**src/rtl/memory_arbiter.sv**
```systemverilog
// memory_arbiter
// Round-robin arbiter that sequences the shared LC-3 memory through
// memory_control for two requesters (port 0 = fetch, port 1 = data).
// Ports:
//   i_CLK, i_RST_N                 clock, async active-low reset
//   i_Req*/i_RW*/i_Addr*/i_WData*  requester inputs (RW 1 = write)
//   o_Ack0/o_Ack1, o_Err, o_RData  one-cycle completion, timeout flag, read data
//   o_Busy                         high whenever not IDLE
//   o_LD_MAR/o_LD_MDR/o_RW/o_MIO_EN strobes to memory_control
//   o_Bus/o_Bus_EN                 value offered to the CPU bus and its gate
//   i_Mem_Bus/i_Ready              MDR contents and memory ready bit
//
// state | meaning
// ------+---------------------------------------------------------
// IDLE  | waiting for a request; grant and latch on the way out
// MAR   | drive address, load MAR
// MDR   | drive write data, load MDR (writes only)
// READ  | memory enabled for read, wait for ready
// WRITE | memory enabled for write, wait for ready
// DONE  | ack to the latched port with read data
// ERR   | ack to the latched port with error flag (watchdog expired)
module memory_arbiter #(
   parameter int TIMEOUT = 15
) (
   input  logic        i_CLK,
   input  logic        i_RST_N,
   input  logic        i_Req0,
   input  logic        i_Req1,
   input  logic        i_RW0,
   input  logic        i_RW1,
   input  logic [15:0] i_Addr0,
   input  logic [15:0] i_Addr1,
   input  logic [15:0] i_WData0,
   input  logic [15:0] i_WData1,
   output logic        o_Ack0,
   output logic        o_Ack1,
   output logic        o_Err,
   output logic [15:0] o_RData,
   output logic        o_Busy,
   output logic        o_LD_MAR,
   output logic        o_LD_MDR,
   output logic        o_RW,
   output logic        o_MIO_EN,
   output logic [15:0] o_Bus,
   output logic        o_Bus_EN,
   input  logic [15:0] i_Mem_Bus,
   input  logic        i_Ready
);

   typedef enum logic [2:0] {
      S_IDLE  = 3'd0,
      S_MAR   = 3'd1,
      S_MDR   = 3'd2,
      S_READ  = 3'd3,
      S_WRITE = 3'd4,
      S_DONE  = 3'd5,
      S_ERR   = 3'd6
   } state_t;

   localparam logic [7:0] TIMEOUT_CNT = 8'(TIMEOUT);
   localparam logic       WDOG_EN     = (TIMEOUT != 0);

   state_t      state, state_nxt;
   logic        last_grant;
   logic        port_q;
   logic        rw_q;
   logic [15:0] addr_q;
   logic [15:0] wdata_q;
   logic [7:0]  wait_cnt;
   logic        any_req;
   logic        grant;
   logic        timeout_hit;

   assign any_req = i_Req0 | i_Req1;

   // On a tie the port that did not win last time gets the grant.
   assign grant = (i_Req0 && i_Req1) ? ~last_grant : i_Req1;

   // Ready in the same cycle takes priority over the watchdog.
   assign timeout_hit = WDOG_EN && (wait_cnt == TIMEOUT_CNT) && !i_Ready;

   always_ff @(posedge i_CLK or negedge i_RST_N) begin
      if (!i_RST_N) begin
         state      <= S_IDLE;
         last_grant <= 1'b1;
         port_q     <= 1'b0;
         rw_q       <= 1'b0;
         addr_q     <= '0;
         wdata_q    <= '0;
         wait_cnt   <= '0;
      end else begin
         state <= state_nxt;
         if (state == S_IDLE && any_req) begin
            port_q  <= grant;
            rw_q    <= grant ? i_RW1    : i_RW0;
            addr_q  <= grant ? i_Addr1  : i_Addr0;
            wdata_q <= grant ? i_WData1 : i_WData0;
         end
         if (state == S_DONE || state == S_ERR)
            last_grant <= port_q;
         // READ/WRITE are only entered from MAR or MDR, so clearing there
         // gives a fresh count on every entry.
         if (state == S_MAR || state == S_MDR)
            wait_cnt <= '0;
         else if ((state == S_READ || state == S_WRITE) && !i_Ready)
            wait_cnt <= wait_cnt + 8'd1;
      end
   end

   always_comb begin
      state_nxt = state;
      case (state)
         S_IDLE:  if (any_req) state_nxt = S_MAR;
         S_MAR:   state_nxt = rw_q ? S_MDR : S_READ;
         S_MDR:   state_nxt = S_WRITE;
         S_READ,
         S_WRITE: begin
            if (i_Ready)          state_nxt = S_DONE;
            else if (timeout_hit) state_nxt = S_ERR;
         end
         S_DONE,
         S_ERR:   state_nxt = S_IDLE;
         default: state_nxt = S_IDLE;
      endcase
   end

   always_comb begin
      o_Ack0   = 1'b0;
      o_Ack1   = 1'b0;
      o_Err    = 1'b0;
      o_RData  = '0;
      o_Busy   = (state != S_IDLE);
      o_LD_MAR = 1'b0;
      o_LD_MDR = 1'b0;
      o_RW     = 1'b0;
      o_MIO_EN = 1'b0;
      o_Bus    = '0;
      o_Bus_EN = 1'b0;
      case (state)
         S_MAR: begin
            o_Bus    = addr_q;
            o_Bus_EN = 1'b1;
            o_LD_MAR = 1'b1;
         end
         S_MDR: begin
            o_Bus    = wdata_q;
            o_Bus_EN = 1'b1;
            o_LD_MDR = 1'b1;
         end
         S_READ: begin
            o_MIO_EN = 1'b1;
            o_LD_MDR = i_Ready;
         end
         S_WRITE: begin
            o_MIO_EN = 1'b1;
            o_RW     = 1'b1;
         end
         S_DONE: begin
            o_Ack0  = ~port_q;
            o_Ack1  = port_q;
            o_RData = rw_q ? 16'h0000 : i_Mem_Bus;
         end
         S_ERR: begin
            o_Ack0 = ~port_q;
            o_Ack1 = port_q;
            o_Err  = 1'b1;
         end
         default: ;
      endcase
   end

endmodule
```
**config.mk**
```make
export PLATFORM = sky130hd
export DESIGN_NAME = memory_arbiter
export DESIGN_NICKNAME = d
export VERILOG_FILES = /design/src/rtl/memory_arbiter.sv
export SDC_FILE = /design/constraint.sdc
export NUM_CORES = 1
export LEC_CHECK = 0
export CORE_ASPECT_RATIO = 1.75
export CORE_UTILIZATION = 33
export CTS_CLUSTER_SIZE = 8
export DETAILED_ROUTE_END_ITERATION = 8
export PLACE_DENSITY = 0.7
export REMOVE_ABC_BUFFERS = 1
export SETUP_SLACK_MARGIN = 0.3
export SLEW_MARGIN = 20
export SYNTH_ARGS = -nofsm -noshare
export SYNTH_HDL_FRONTEND = slang
export SYNTH_SLANG_ARGS = --single-unit
```
**constraint.sdc**
```tcl
create_clock -name i_CLK -period 3.3 [get_ports i_CLK]
set_clock_uncertainty 0.15 [all_clocks]
set_input_delay 0.33 -clock i_CLK [delete_from_list [all_inputs] [get_ports i_CLK]]
set_output_delay 0.33 -clock i_CLK [all_outputs]
set_load 0.005 [all_outputs]
```
# Word-level counts from Yosys, hierarchy flattened
# Cells that the tools add are included.
[totals] regBits=46 in_bits=87 wordCells=57
[classes] n_addsub=1 eq_ne=9 mux=22 n_bitwise=3 reduce_logical=15
[ops] cell="$mux W16" count=4
[ops] cell="$pmux W16 S2" count=1
[ops] cell="$mux W8" count=2
[ops] cell="$pmux W3 S4" count=1
[ops] cell="$mux W1" count=10
[ops] cell="$eq A3 B3 Y1 const B" count=3
[ops] cell="$mux W3" count=3
[ops] cell="$add A8 B1 Y8 const B" count=1
[ops] cell="$eq A8 B4 Y1 const B" count=1
[ops] cell="$eq A3 B2 Y1 const B" count=2
[ops] cell="$reduce_or A2 Y1" count=3
[ops] cell="$logic_and A1 B1 Y1" count=4
[ops] cell="$eq A3 B1 Y1 const B" count=1
[ops] cell="$logic_not A3 Y1" count=1
[ops] cell="$logic_or A1 B1 Y1" count=3
[ops] cell="$ne A3 B1 Y1 const B" count=1
[ops] cell="$reduce_bool A3 Y1" count=1
[ops] cell="$ne A2 B2 Y1 const B" count=1
[ops] cell="$not A1 Y1" count=2
[ops] cell="$pmux W1 S2" count=1
[ops] cell="$reduce_and A2 Y1" count=1
[ops] cell="$reduce_bool A2 Y1" count=1
[ops] cell="$logic_not A1 Y1" count=1
[ops] cell="$or A1 B1 Y1" count=1

# Logic depth before layout (Yosys ltp)
# Gate-level depths: netlist of the first run.
[logic_depth] ltp_word=5 ltp_mapped=6 mapped_depth_nobuf=5

# Worst setup path after synthesis of the first run
# OpenSTA, ideal clock, no wires.
[synth_timing] path_kind="reg2reg" startpoint="register state[0]" endpoint="register state[0]" t_arrival_ns=1.686 t_required_ns=3.025 slack_ns=1.339 path_stages_with_launch=7 path_buffers=2 period_less_slack_ns=1.961 cell_sequence="dfrtp_1 > buf_6 > or3b_1 > buf_6 > a21oi_4 > a22o_2 > mux2_2"
[synth_between] elab_chain_len=4 elab_cells_between_ends=10 cone_classes="6 x eq/ne; 1 x mux; 3 x reduce/logical"
[synth_lines] element="start, declared" line="63" text="state_t state, state_nxt;"
[synth_lines] element="start signal, assigned" line="92" text="state <= state_nxt;"
[synth_lines] element="$eq A3 B2 Y1 or $eq A3 B3 Y1 (tied branches)" line="112" text="case (state)"
[synth_lines] element="$reduce_or A2 Y1 (no source line)"
[synth_lines] element="$ne A3 B1 Y1 (no source line)"
[synth_lines] element="$reduce_and A2 Y1 (no source line)"
# Several ways; a longest one is shown, not always the timed one.
# A chain may end at the register's enable or synchronous reset.

# Worst setup path in the final report of the first run
[layout_timing] startpoint="register state[0]" endpoint="output port o_Bus[6]"
[layout_between] elab_chain_len=2 elab_cells_between_ends=3 cone_classes="2 x eq/ne; 1 x mux"
[layout_lines] element="$eq A3 B2 Y1 or $eq A3 B1 Y1 (tied branches)" line="139" text="case (state)"
[layout_lines] element="$pmux W16 S2 *" line="139"
[layout_lines] element="end, declared" line="44" text="output logic [15:0] o_Bus,"
# Every way passes the cells marked *; elsewhere a longest branch is shown, timed or not.

==> results of run 1 <==
==> cells in the final DEF, fill, tap and decap left out, drive strengths merged, types with 2 or more instances in the layout <==
cell           instances
nand4                  3
and2                  17
nand2                  5
buf                    7
a2111oi                2
a21oi                 36
a21boi                 2
o22ai                  2
clkdlybuf4s50        126
mux2                   3
dfrtp                 45
a211oi                 3
xnor2                  6
nor2b                  3
nand3                  2
nor2                  47
a22o                  17
mux2i                 34
clkbuf                 7
inv                    7
==> worst min path at each step <==
| stage | start | end | slack [ns] | depth (start not counted) |
|---|---|---|---|---|
| after floorplan | i_RST_N | addr_q[0]$_DFFE_PN0P_ | -0.12 | 0 |
| after global placement | wdata_q[15]$_DFFE_PN0P_ | wdata_q[15]$_DFFE_PN0P_ | 0.36 | 2 |
| after detailed placement | wdata_q[15]$_DFFE_PN0P_ | wdata_q[15]$_DFFE_PN0P_ | 0.37 | 2 |
| after CTS | i_RST_N | wdata_q[11]$_DFFE_PN0P_ | 0.12 | 1 |
| after global routing | wdata_q[9]$_DFFE_PN0P_ | wdata_q[9]$_DFFE_PN0P_ | 0.40 | 2 |
| final | addr_q[13]$_DFFE_PN0P_ | addr_q[13]$_DFFE_PN0P_ | 0.38 | 2 |
==> logic make-up (layout without fill, tap and decap cells) <==
kind of cell / after synthesis / in the layout
simple gates: 85 / 85
compound gates: 66 / 66
flops: 46 / 46
mux: 37 / 37
buf+inv: 27 / 149
xor+xnor: 7 / 7
fa+ha+maj: 1 / 1
==> area by class of cell <==
cell class / count / share of cell area [%]
Multi-Input combinational cell: 196 / 33.1
Timing Repair Buffer: 134 / 32.1
Sequential cell: 46 / 27.9
Clock buffer: 7 / 3.46
Tap cell: 88 / 2.67
Inverter: 7 / 0.637
Clock inverter: 1 / 0.121
==> through the flow <==
stage | hold slack [ns] | power (mW)
finish | 0.381 | 2.99
CTS | 0.121 | 3.04
global route | 0.399 | 3.24
floorplan | -0.116 | 1.78
global placement | 0.359 | 2.49
detailed placement | 0.370 | 2.53
==> worst min-delay path, delay by kind of cell (launching register included) <==
family             cells  cell delay (ns)
DFF                    1             0.34
AOI/OAI and AO/OA      1             0.10
and+or+nand+nor        1             0.05
==> metal layers <==
| layer | vias to the layer above | wire length [um] |
|---|---|---|
| met5 | - | 0 |
| met4 | 0 | 90 |
| met3 | 4 | 244 |
| met2 | 74 | 4040 |
| met1 | 1095 | 2510 |
| li1 | 1182 | - |
==> report_power, final <==
part | switching (mW) | internal, mW | total [mW]
Combinational | 0.671 | 0.843 | 1.51
Clock | 0.200 | 0.300 | 0.500
Sequential | 0.169 | 0.811 | 0.980
==> state kept, by name, summed over array words and instances (netlist names) <==
register    flops
last_grant      1
addr_q         16
wait_cnt        8
rw_q            1
port_q          1
state           3
wdata_q        16
==> repair_timing <==
action | CTS | global route
endpoints found under the setup margin | 0 | 0
gates resized for setup | 0 | 0
hold buffers | 0 | 1
setup buffers | 0 | 0
endpoints found under the hold margin | 0 | 45
==> results, run 1 <==
- The first-pass iteration count of the detailed router is 4.
- The type of element capturing the critical path is a primary output.
- Summed over all cells, the static leakage comes to 1.69 nW.
- In this run the biggest area consumer among cell types represents 42.7% of the synthesized area.
- During I/O placement, the number of pins put on the boundary was 128.
- The critical path runs through a total of 5 cells.
- The kind of cell with the highest combined delay along the critical path is buffers and inverters.
- The synthesized-area fraction occupied by adder cells is 0.475%.
- The final wirelength is 6880 um.
- The average instance in the mapped netlist occupies 9.80 um^2.
- The commonest cells after synthesis are 45 x sky130_fd_sc_hd__dfrtp_1, 45 x sky130_fd_sc_hd__nor2_1, 35 x sky130_fd_sc_hd__a21oi_1.
- TritonCTS built the clock tree.
- The total area of sequential cells is 1150 um^2.
- Once layout is done, the placed cells without fillers occupy 4130 um^2.
- The worst register-to-register path begins at state[1]$_DFFE_PN0P_.
- The congestion estimate from routability-driven global placement came to 0.849.
- By area the synthesized netlist is led by sky130_fd_sc_hd__dfrtp_1 43%, sky130_fd_sc_hd__mux2i_1 13%, sky130_fd_sc_hd__a21oi_1 6.6%, sky130_fd_sc_hd__nor2_1 6.4%, sky130_fd_sc_hd__a22o_1 5.3%.
- The sum of overflow across all layers after global routing is 0.
- Row generation in the floorplan step produced 42 rows.
- Counting every sink on the clock net gives 46.
- At the pin with the least slew margin, the transition time is 0.596 ns.
- The end of the worst register-to-register path is state[0]$_DFFE_PN0P_.
- The post-place instance area is 3970 um^2.
- The final critical-path setup slack is 0.702 ns.
- The arrival time at the worst endpoint is 2.12 ns.
- The sum of net half-perimeters after detailed placement is 5280 um.
- The number of global-route vias before repair is 2,532.
- Of the synthesized area, sequential elements account for 43.7%.
- The count of cell types in the netlist is 38.
- The upper clock frequency limit is 385 MHz.
- The element type at the critical path start is a register.
- The final routed wire length divided by cell count is 14.4 um.
- The pre-CTS setup slack is 0.877 ns.
- In the synthesized netlist the dominant register cell turns out to be sky130_fd_sc_hd__dfrtp_1.
- The signal on the critical path passes through or2b_1 > nor2_1 > buf_4 > a22o_1 > clkdlybuf4s50_1.
- Entering global routing, the biggest net connects 68 pins.
- The latest clock arrival within the worst-skew pair is 0.28 ns.
- The DRC violations left is 0.
- After synthesis the cells add up to 2640 um^2.
- The number of clock buffers added by TritonCTS is 5.
- The global routing met2 resource utilization is 35.1%.
- Measured against its own limit, the worst slew margin works out to 60.3%.
- In this run the worst path has a maximum fanout of 17.
- The aggregate negative setup slack is 0 ns.
- For this run, global-route usage on met3 was measured as 1.92%.
- Following the worst setup path forward leads to its endpoint at o_Bus[6].
- The worst reg2reg path depth is 4.
- Counting flops and latches in the post-synthesis netlist gives 46.
- The global routing stage identified its most utilized layer as met2.
- The total of buffers placed on input and output ports is 127.
- The worst min-delay path class is reg -> reg.
- Of the total synthesized cell area, the portion taken by AND, OR, NAND and NOR gates is 16.0%.
- Counting the fill cells in the layout gives 725.
- After the first detailed-routing iteration, the DRC count stood at 103.
- The core region is 7670 um^2.
- Summing the areas of all compound-gate instances in the mapped netlist gives 18.1% of the synthesized area.
- The average via count per standard cell is 4.92.
- The overall die width is 69.6 um.
- Setup repair after global routing left no endpoint under its margin.
- The worst IR drop on VDD is 0.000252 V.
- The antenna violation net count after detailed routing is 0.
- The initial cell density of the core is 34.4%.
- Together, buffers and inverters on the worst path number 2.
- Synthesis handed over a netlist of 269 instances.
- The run finished with clean final reports.
- The met1 usage is 18.4%.
- Dividing total power by cell area gives a power density of 725 nW/um^2.
- The number of placed instances with taps included is 470.
- The final layout contains 478 nets.
- The share of synthesized registers carrying an async set or reset is 100%.
- The first element of the critical path is state[0]$_DFFE_PN0P_.
- The maximum level of the CTS H-tree is 2.
- The number of buffers on the longest clock path is 2.
- Of all cell types, the one taking the most synthesized area is sky130_fd_sc_hd__dfrtp_1.
- The floorplan die area is 8360 um^2.
- The final hold violation count is 0.
- The number of antenna violations at the first check in global routing is 0.
- By area, the combinational part of the netlist is dominated by compound AO/OA/AOI/OAI gates.
- The first-pass GRT wire length is 11,600 um.
- After the flow finishes, the layout carries non-filler instances totaling 479.
- The proportion of synthesized area in mux cells is 14.2%.
- For flop-to-flop paths, the worst setup slack is 1.02 ns.
- The final-report setup violation count is 0.
- The post-synthesis to final-layout area growth is 56.6%.
- The post-synthesis share of cell area spent on xor and xnor gates is 2.33%.
- The final cell utilization of the core is 53.8%.
- Summing all multi-input logic gate instances after layout gives 1370 um^2.
- The largest single stage delay on the critical path is 0.53 ns.
- Clock tree synthesis selected as its root buffer the cell sky130_fd_sc_hd__clkbuf_16.
- The count of pins over their slew limit is 0.
- The height of the die is 120 um.
- The number of flops mapped to enable cells by yosys is 0.
- The count of antenna diodes in the layout is 0.
- The category of the most critical setup path is reg -> out.
- Data on the critical path is required at its endpoint by 2.82 ns.
- For this run, the total global-route usage over all layers was measured as 17.8%.
- Counting I/O delays and the setup requirement, the final critical path takes 2.60 ns.
- The final clock period utilization by the worst path is 78.7%.
- During synthesis, Yosys emitted a total of 0 warnings.
- After clock tree synthesis, the clock-pin slew on the worst setup and hold paths is 0.06 ns.
- On the critical path, the stage with the largest delay is an instance of sky130_fd_sc_hd__clkdlybuf4s50_1.
- Across the run, the number of max-cap violations was 0.
- Across all layers, the routed design uses 2,355 vias.
- The share of final-layout standard cells stronger than drive strength 1 is 7.93%.
Note: power is estimated with default switching activity, not from simulation.
==> inputs of run 2 (changes only) <==
- clock period: 3.3 -> 2.59 ns (I/O delays scaled with it)
==> run 2 against run 1 <==
Net effect:
- sequential power is 29% higher
- critical endpoint is now o_Bus[12]
- clock power is 41% higher
- critical path type unchanged
- hold slack worse by 0.14 ns
==> results, run 2 (same netlist as run 1, synthesis figures left out) <==
- Hold timing on the final database bottoms out at a slack of 0.244 ns.
- The total of buffers placed on input and output ports is 127.
- Among all stages on the critical path, the largest delay is contributed by sky130_fd_sc_hd__clkdlybuf4s50_1.
- The count of pins over their slew limit is 0.
- The total number of placement rows is 42.
- For this run, the post-layout net count is 512.
- The first detailed-routing pass ran for 4 iterations.
- The arrival time at the worst endpoint is 1.92 ns.
- Walking the worst path, the cells encountered are or2b_4 > nor2_4 > buf_6 > a22o_1 > clkdlybuf4s50_1.
- The routed layout has 2,536 vias.
- In the final layout, the registers with the most flip-flops are addr_q: 16 flops, wdata_q: 16 flops, wait_cnt: 8 flops.
- The final hold violation count is 0.
- The data required time at the worst endpoint is 2.18 ns.
- The clock tree synthesis step divided the H-tree into 2 levels.
- The final routed wire length divided by cell count is 15.3 um.
- In the layout the commonest cells are 113 x sky130_fd_sc_hd__clkdlybuf4s50_1, 43 x sky130_fd_sc_hd__nor2_1, 42 x sky130_fd_sc_hd__dfrtp_1.
- Entering global routing, the biggest net connects 55 pins.
- The routability congestion estimate is 0.797.
- The CTS tree is built.
- The overall die width is 69.6 um.
- The count of nets left with antenna violations once routing finished came out at 0.
- The count of antenna diodes in the layout is 0.
- The shortest clock period the worst path allows after layout is 2.33 ns.
- The completed layout was analyzed and its total power is 4.35 mW.
- The region available for standard cell placement spans 7670 um^2.
- In the final layout, the share of cells above drive strength 1 is 18.4%.
- The number of buffers on the longest clock path is 2.
- For this configuration, the core starts out at a cell density of 34.4%.
- The type of element capturing the critical path is a primary output.
- The number of I/O pins is 128.
- The clock slew seen by the registers of the worst setup and hold paths is 0.06 ns.
- The final-report setup violation count is 0.
- The final wirelength is 7860 um.
- The root buffer cell is sky130_fd_sc_hd__clkbuf_16.
- Leaving out fill and tap cells, the most frequent cell in the layout is sky130_fd_sc_hd__clkdlybuf4s50_1.
- The first-pass GRT wire length is 12,600 um.
- The number of buffers created by CTS is 5.
- The count of clock tree sinks is 46.
- The aggregate negative setup slack is 0 ns.
- The number of global-route vias before repair came to 2,729.
- Of the available clock period, the critical path in the final layout requires 89.8%.
- The first routing iteration left 67 violations.
- The number of maximum-capacitance constraint violations is 0.
- The latest clock arrival within the worst-skew pair is 0.28 ns.
- The DRC violations left is 0.
- Setup repair after global routing could not meet its margin everywhere.
- In this run the vertical extent of the chip is 120 um.
- The delay of the slowest cell on the worst path is 0.51 ns.
- For this design the static power due to leakage is 1.95 nW.
- Detailed placement ended at an HPWL of 5530 um.
- Global routing consumed, over all layers together, 19.1% of the routing resources.
- The total overflow left after global routing is 0.
- In this run the worst path has a maximum fanout of 4.
- The number of antenna violations at the first check in global routing is 0.
- The worst setup path is launched from a register.
- In the routed layout, each cell is associated on average with a via count of 4.94.
- The post-place instance area is 4010 um^2.
- In this run the power density over the cells is 973 nW/um^2.
- The slew at the pin closest to its max-slew limit is 0.437 ns.
- The path class of the tightest hold or removal check is in -> async.
- The category of the most critical setup path is reg -> out.
- The upper clock frequency limit is 430 MHz.
- Relative to the synthesized area, the layout overhead comes to 69.7%.
- The headroom to the max-slew limit is 70.9%.
- The floorplan die area is 8360 um^2.
- The flow ran to the end, and the final reports show no timing, DRC or antenna violations.
- The post-route cell area is 4470 um^2.
- Across the VDD grid, the largest voltage drop is 0.000484 V.
## run 2: cell count changes in the layout (fill, tap and decap cells not counted), sizes merged
cell	delta
bufinv	+1
buf	+34
dlymetal6s2s	+1
clkbuf	+1
clkinv	+1
dlygate4sd2	+9
clkdlybuf4s50	-13
## run 2: what timing repair did
item | in CTS | in global routing
hold buffers | 1 | 0
setup endpoints to repair | 35 | 28
gates cloned | 2 | 1
gates resized for setup | 24 | 15
endpoints found under the hold margin | 11 | 0
pin swaps | 2 | 2
buffers inserted | 18 | 11
## run 2: final timing paths
kind / from / to / cells past startpoint / slack, ns
worst max-delay path: state[2]$_DFFE_PN0P_ / o_Bus[12] / 5 / 0.26
worst min-delay path: i_RST_N / wdata_q[7]$_DFFE_PN0P_ / 2 / 0.24
worst max register to register: state[0]$_DFFE_PN0P_ / state[0]$_DFFE_PN0P_ / 6 / 0.40
worst min register to register: wdata_q[15]$_DFFE_PN0P_ / wdata_q[15]$_DFFE_PN0P_ / 2 / 0.38
max in group asynchronous: i_RST_N / state[0]$_DFFE_PN0P_ / 3 / 1.30
min in group i_CLK: wdata_q[15]$_DFFE_PN0P_ / wdata_q[15]$_DFFE_PN0P_ / 2 / 0.38
## run 2: routing by layer
metal	vias to the layer above	wire [um]	GRT usage (%)	part of all wire, %
met1	1191	2670	19.0	34
li1	1246	-	-	-
met2	87	4720	37.7	60
met5	-	0	0	0
met4	0	199	9.18	2.5
met3	12	270	2.67	3.4
## run 2: power breakdown
part	leakage [nW]	internal (mW)	switching (mW)
clock	0.0836	0.451	0.251
combinational	1.34	1.36	1.02
sequential	0.529	1.04	0.224
total	1.95	2.85	1.50
## run 2: through the flow
stage	util [%]	setup slack (ns)	cells
3_5_place_dp	52.2	0.363	472
3_3_place_gp	52.2	0.399	472
5_1_grt	58.3	0.206	513
6_report	58.3	0.264	513
2_1_floorplan	-	-2.15	249
4_1_cts	56.8	0.207	501
## run 2: critical path: cells and delay by family (launching register included)
kind / cells / cell delay (ns)
buffers and inverters: 2 / 0.66
AOI/OAI and AO/OA: 1 / 0.13
and+or+nand+nor: 2 / 0.42
DFF: 1 / 0.43
## run 2: cell type report
class                      count  area, um^2
sequential                    46        1160
clock buffer                   5         125
clock inverter                 3        40.0
fill                         691        3200
inverter                       7        26.3
timing repair buffer         168        1610
tap                           88         110
multi-input combinational    196        1410
==> patch 1, RTL diff (flow settings as in run 2) <==
`TIMEOUT`: 15 -> 7.
--- a/src/rtl/memory_arbiter.sv
+++ b/src/rtl/memory_arbiter.sv
@@ -20,7 +20,7 @@
 // DONE  | ack to the latched port with read data
 // ERR   | ack to the latched port with error flag (watchdog expired)
 module memory_arbiter #(
-   parameter int TIMEOUT = 15
+   parameter int TIMEOUT = 7
 ) (
    input  logic        i_CLK,
    input  logic        i_RST_N,
Function: no difference found for any inputs over 10 cycles, from zero or initial values and one cycle with i_RST_N low; that may be too few to reach the edited logic, so the function may still have changed.
==> patch 1 against run 2 <==
First-iteration DRC count increased by 55%; largest cell class unchanged; total power decreased by 1.4%; register-to-register slack improved by 0.06 ns; final area decreased by 0.17%; critical path type unchanged; worst setup slack improved by 0.061 ns; non-clock buffer count increased by 5; synthesized area unchanged; critical path depth increased by 2; via count increased by 0.20%; sequential cell count unchanged; routed wire length decreased by 3.4%; highest routed layer unchanged; combinational power decreased by 3%; utilization decreased by 0.098 points; critical endpoint is now o_Bus[11].
==> patch 1: results <==
cells_and_area:
  drive_gt1_share_pct: 20.5
  nets: 516
  nFillCells: 670
  diodes: 0
critical_path:
  crit_fanout: 6
  arrival_ns: 1.86
logic_synthesis:
  yosysWarnings: 0
  synth_common_cells: "nor2_1 (46), dfrtp_1 (45), a21oi_1 (35), mux2i_1 (34), and2_1 (17)"
  synth-main-ff-cell: "dfrtp_1"
  synth_seq_area_share_pct: 43.7
  yosysUniqueCellTypes: 36
  yosys-top-cells-area: "dfrtp_1 (43%), mux2i_1 (13%), a21oi_1 (6.6%)"
global_route:
  grt_max_degree: 45
  grtUsageTotal_pct: 18.9
  grt_pass1_vias: 2648
  grt_pass1_wl_um: 12500
clock_tree:
  insertion_delay_ns: 0.28
  clk_path_buf_depth: 2
power:
  total_leakage_power_nw: 2.10
  max-vdd-ir-drop_mv: 0.454
  power.internal_mw: 2.81
place:
  place_congestion: 0.817
  hpwl_um: 5170
  post_dp_cell_area_um2: 4000
routing:
  finalWirelength_um: 7590
  drtIter0Drc: 104
  vias_per_cell: 4.91
run_status:
  status: "complete, no violations"
sta:
  maxSlewHeadroom_pct: 68.0
-- patch 1: critical path, stage by stage (launching register included) --
cell           delay (ns)
dfrtp_2              0.43
or2b_4               0.28
nor2_4               0.15
buf_6                0.13
buf_4                0.11
buf_4                0.11
a22o_1               0.13
dlygate4sd2_1        0.23
-- patch 1: path summary, 6_finish.rpt --
| kind | startpoint | to | slack, ns | depth (start not counted) |
|---|---|---|---|---|
| max | state[2] | o_Bus[11] | 0.33 | 7 |
| min | i_RST_N | wdata_q[3] | 0.32 | 2 |
| max reg2reg | wait_cnt[4] | state[1] | 0.46 | 4 |
| min reg2reg | addr_q[13] | addr_q[13] | 0.38 | 2 |
| max in group asynchronous | i_RST_N | last_grant | 1.21 | 3 |
| min in group i_CLK | addr_q[13] | addr_q[13] | 0.38 | 2 |
-- patch 1: logic make-up after synthesis --
group           share of synthesized area, %
fa+ha+maj                              0.475
xor+xnor                                2.66
mux                                     14.0
flops                                   43.7
compound gates                          17.4
simple gates                            16.0
buf+inv                                 5.70
-- patch 1: metal layers --
layer / global-route usage (%) / wire (µm) / up-vias
met4: 6.12 / 144 / 0
met2: 37.1 / 4220 / 89
li1: - / - / 1254
met5: 0 / 0 / -
met1: 19.7 / 2810 / 1184
met3: 3.42 / 415 / 14
-- patch 1: per-stage QoR --
step	setup slack, ns	std cells
final	0.325	517
after global placement	0.307	475
after CTS	0.217	510
after detailed placement	0.253	475
after global routing	0.261	517
after floorplan	-2.15	248
-- patch 1: power by group through the flow --
stage	clock, mW	combinational [mW]	sequential, mW
floorplan	0	1.06	1.20
global placement	0	1.93	1.27
detailed placement	0	1.98	1.25
CTS	0.741	2.24	1.23
global route	0.766	2.55	1.27
finish	0.723	2.33	1.24
-- patch 1: layout make-up --
type | instances | area (µm²) | share of cell area [%]
sequential | 46 | 1160 | 25.9
inverter | 5 | 18.8 | 0.420
multi-input combinational | 197 | 1420 | 31.7
tap | 88 | 110 | 2.47
clock buffer | 5 | 125 | 2.80
clock inverter | 3 | 40.0 | 0.897
timing repair buffer | 173 | 1600 | 35.8
-- patch 1: what timing repair did --
item,CTS,global route
pin swaps,3,3
gates cloned,3,1
hold buffers,1,0
hold endpoints to repair,21,0
resized for setup,53,27
setup endpoints to repair,37,21
setup buffers,23,6
==> patch 2, RTL diff (flow settings as in run 2) <==
Made on the original files. The 7 states of `state_t` get a Gray code encoding in 3 bits.
--- a/src/rtl/memory_arbiter.sv
+++ b/src/rtl/memory_arbiter.sv
@@ -48,13 +48,13 @@
 );
 
    typedef enum logic [2:0] {
-      S_IDLE  = 3'd0,
-      S_MAR   = 3'd1,
-      S_MDR   = 3'd2,
-      S_READ  = 3'd3,
-      S_WRITE = 3'd4,
-      S_DONE  = 3'd5,
-      S_ERR   = 3'd6
+      S_IDLE  = 3'b000,
+      S_MAR   = 3'b001,
+      S_MDR   = 3'b011,
+      S_READ  = 3'b010,
+      S_WRITE = 3'b110,
+      S_DONE  = 3'b111,
+      S_ERR   = 3'b101
    } state_t;
 
    localparam logic [7:0] TIMEOUT_CNT = 8'(TIMEOUT);
Check against the original RTL: same outputs for any inputs over 10 cycles, from zero or initial values and one cycle with i_RST_N low; not proved beyond that.
==> patch 2 against run 2 <==
Total power fell by 12%; sequential cell count did not move; fmax rose by 3.7%; synthesized area rose by 1.1%; routed wire length fell by 13%; final area fell by 3.3%; largest power group unchanged; worst setup slack improved by 0.082 ns.
==> patch 2: results <==
global_route:
  grtUsageTotal_pct: 16.7
  grt_max_degree: 35
  grt_pass1_vias: 2360
  grt_pass1_wl_um: 11000
  antenna_found_initial: 0
sta:
  maxSlewHeadroom_pct: 70.0
clock_tree:
  htreeDepth: 2
  cts-buffers-inserted: 5
  clk_pin_slew_worst_paths_ns: 0.06
  cts-root-buf: "clkbuf_16"
  clk_path_buf_depth: 2
  insertion_delay_ns: 0.28
routing:
  vias: 2279
  wl_met3_um: 458
  top_layer_used: "met4"
  met2_length_um: 3790
  m1WireLength_um: 2470
  firstDrtPassIters: 4
  avgRoutedWirePerCell_um: 14.8
  drtIter0Drc: 32
logic_synthesis:
  synth-main-ff-cell: "dfrtp_1"
  yosysWarnings: 0
  synth_common_cells: "mux2_2 (66), dfrtp_1 (45), nor2_1 (23), mux2i_1 (18), and2_1 (16)"
  synth_seq_area_share_pct: 43.2
  async_flop_share_pct: 100
  yosysUniqueCellTypes: 38
  yosys-top-cells-area: "dfrtp_1 (42%), mux2_2 (28%), mux2i_1 (6.8%)"
cells_and_area:
  nFillCells: 709
  drive_gt1_share_pct: 26.8
  diodes: 0
  reg_top3: "addr_q: 16 flops, wdata_q: 16 flops, wait_cnt: 8 flops"
  nets: 460
critical_path:
  crit_fanout: 9
  cp_slowest_cell: "clkdlybuf4s50_1"
  crit-reg2reg-launch: "state[0]"
  r2r_setup_slack_ns: 0.48
  rr_endpoint: "wait_cnt[5]"
  reg2reg_depth: 5
  arrival_ns: 1.84
  cpPeakStageDelay_ns: 0.54
place:
  dp_slack_ns: 0.462
  place_congestion: 0.819
  post_dp_cell_area_um2: 4090
  hpwl_um: 5190
  numPortBuffers: 127
min_path:
  min_path_type: "primary input to async pin"
power:
  total_leakage_power_nw: 1.83
  max-vdd-ir-drop_mv: 0.524
run_status:
  status: "complete, no violations"
patch 2: timing repair:
item / in CTS / in global routing
endpoints found under the hold margin: 17 / 0
gates resized for setup: 1 / 12
setup buffers: 0 / 7
pin swaps: 0 / 1
cloned: 0 / 1
setup endpoints to repair: 24 / 31
hold buffers: 1 / 0
patch 2: power by group:
group / leakage (nW) / internal (mW) / switching, mW
Combinational: 1.21 / 1.21 / 0.744
Sequential: 0.554 / 1.05 / 0.195
Clock: 0.0652 / 0.359 / 0.248
Total: 1.83 / 2.63 / 1.19
patch 2: critical path, delay by kind of cell, from the launching register on:
kind,cells,cell delay [ns]
buf+inv,2,0.75
simple gates,2,0.36
flops,1,0.44
patch 2: worst max path at each step:
stage | from | to | slack (ns) | cells after the start
after floorplan | state[1] | addr_q[0] | 0.13 | 3
after global placement | i_Req1 | addr_q[7] | 0.49 | 5
after detailed placement | i_Req1 | addr_q[7] | 0.46 | 5
after CTS | state[2] | o_Bus[14] | 0.26 | 4
after global routing | state[2] | o_RData[14] | 0.26 | 5
final | state[2] | o_Bus[5] | 0.35 | 4
patch 2: layer usage:
metal  track usage, %  up-vias
met5                0        -
met2             31.3       97
li1                 -     1102
met4             6.00        0
met1             17.4     1072
met3             4.73        8
patch 2: layout make-up:
cell class / instances / area (µm²) / area share, %
clock buffer: 8 / 136 / 3.15
sequential: 46 / 1150 / 26.7
multi-input combinational: 168 / 1450 / 33.5
tap: 90 / 113 / 2.60
inverter: 4 / 15.0 / 0.347
timing repair buffer: 147 / 1460 / 33.7
patch 2: logic make-up (layout without fill, tap and decap cells):
family / count (synthesis) / count (layout) / synth area share (%)
flip-flops: 46 / 46 / 43.2
buffers and inverters: 17 / 159 / 3.38
XOR/XNOR: 1 / 1 / 0.329
multiplexers: 85 / 85 / 35.1
AO/OA/AOI/OAI: 20 / 20 / 5.07
adder cells (fa/ha/maj): 1 / 1 / 0.469
AND/OR/NAND/NOR: 61 / 61 / 12.5
patch 2: through the flow:
stage	total power [mW]	hold WS (ns)	util, %	instances
global route	4.08	0.356	55.1	463
finish	3.81	0.312	55.1	463
global placement	3.09	0.0761	52.0	446
detailed placement	3.14	0.0807	52.0	446
floorplan	2.24	-0.187	-	218
CTS	3.77	0.329	53.9	455
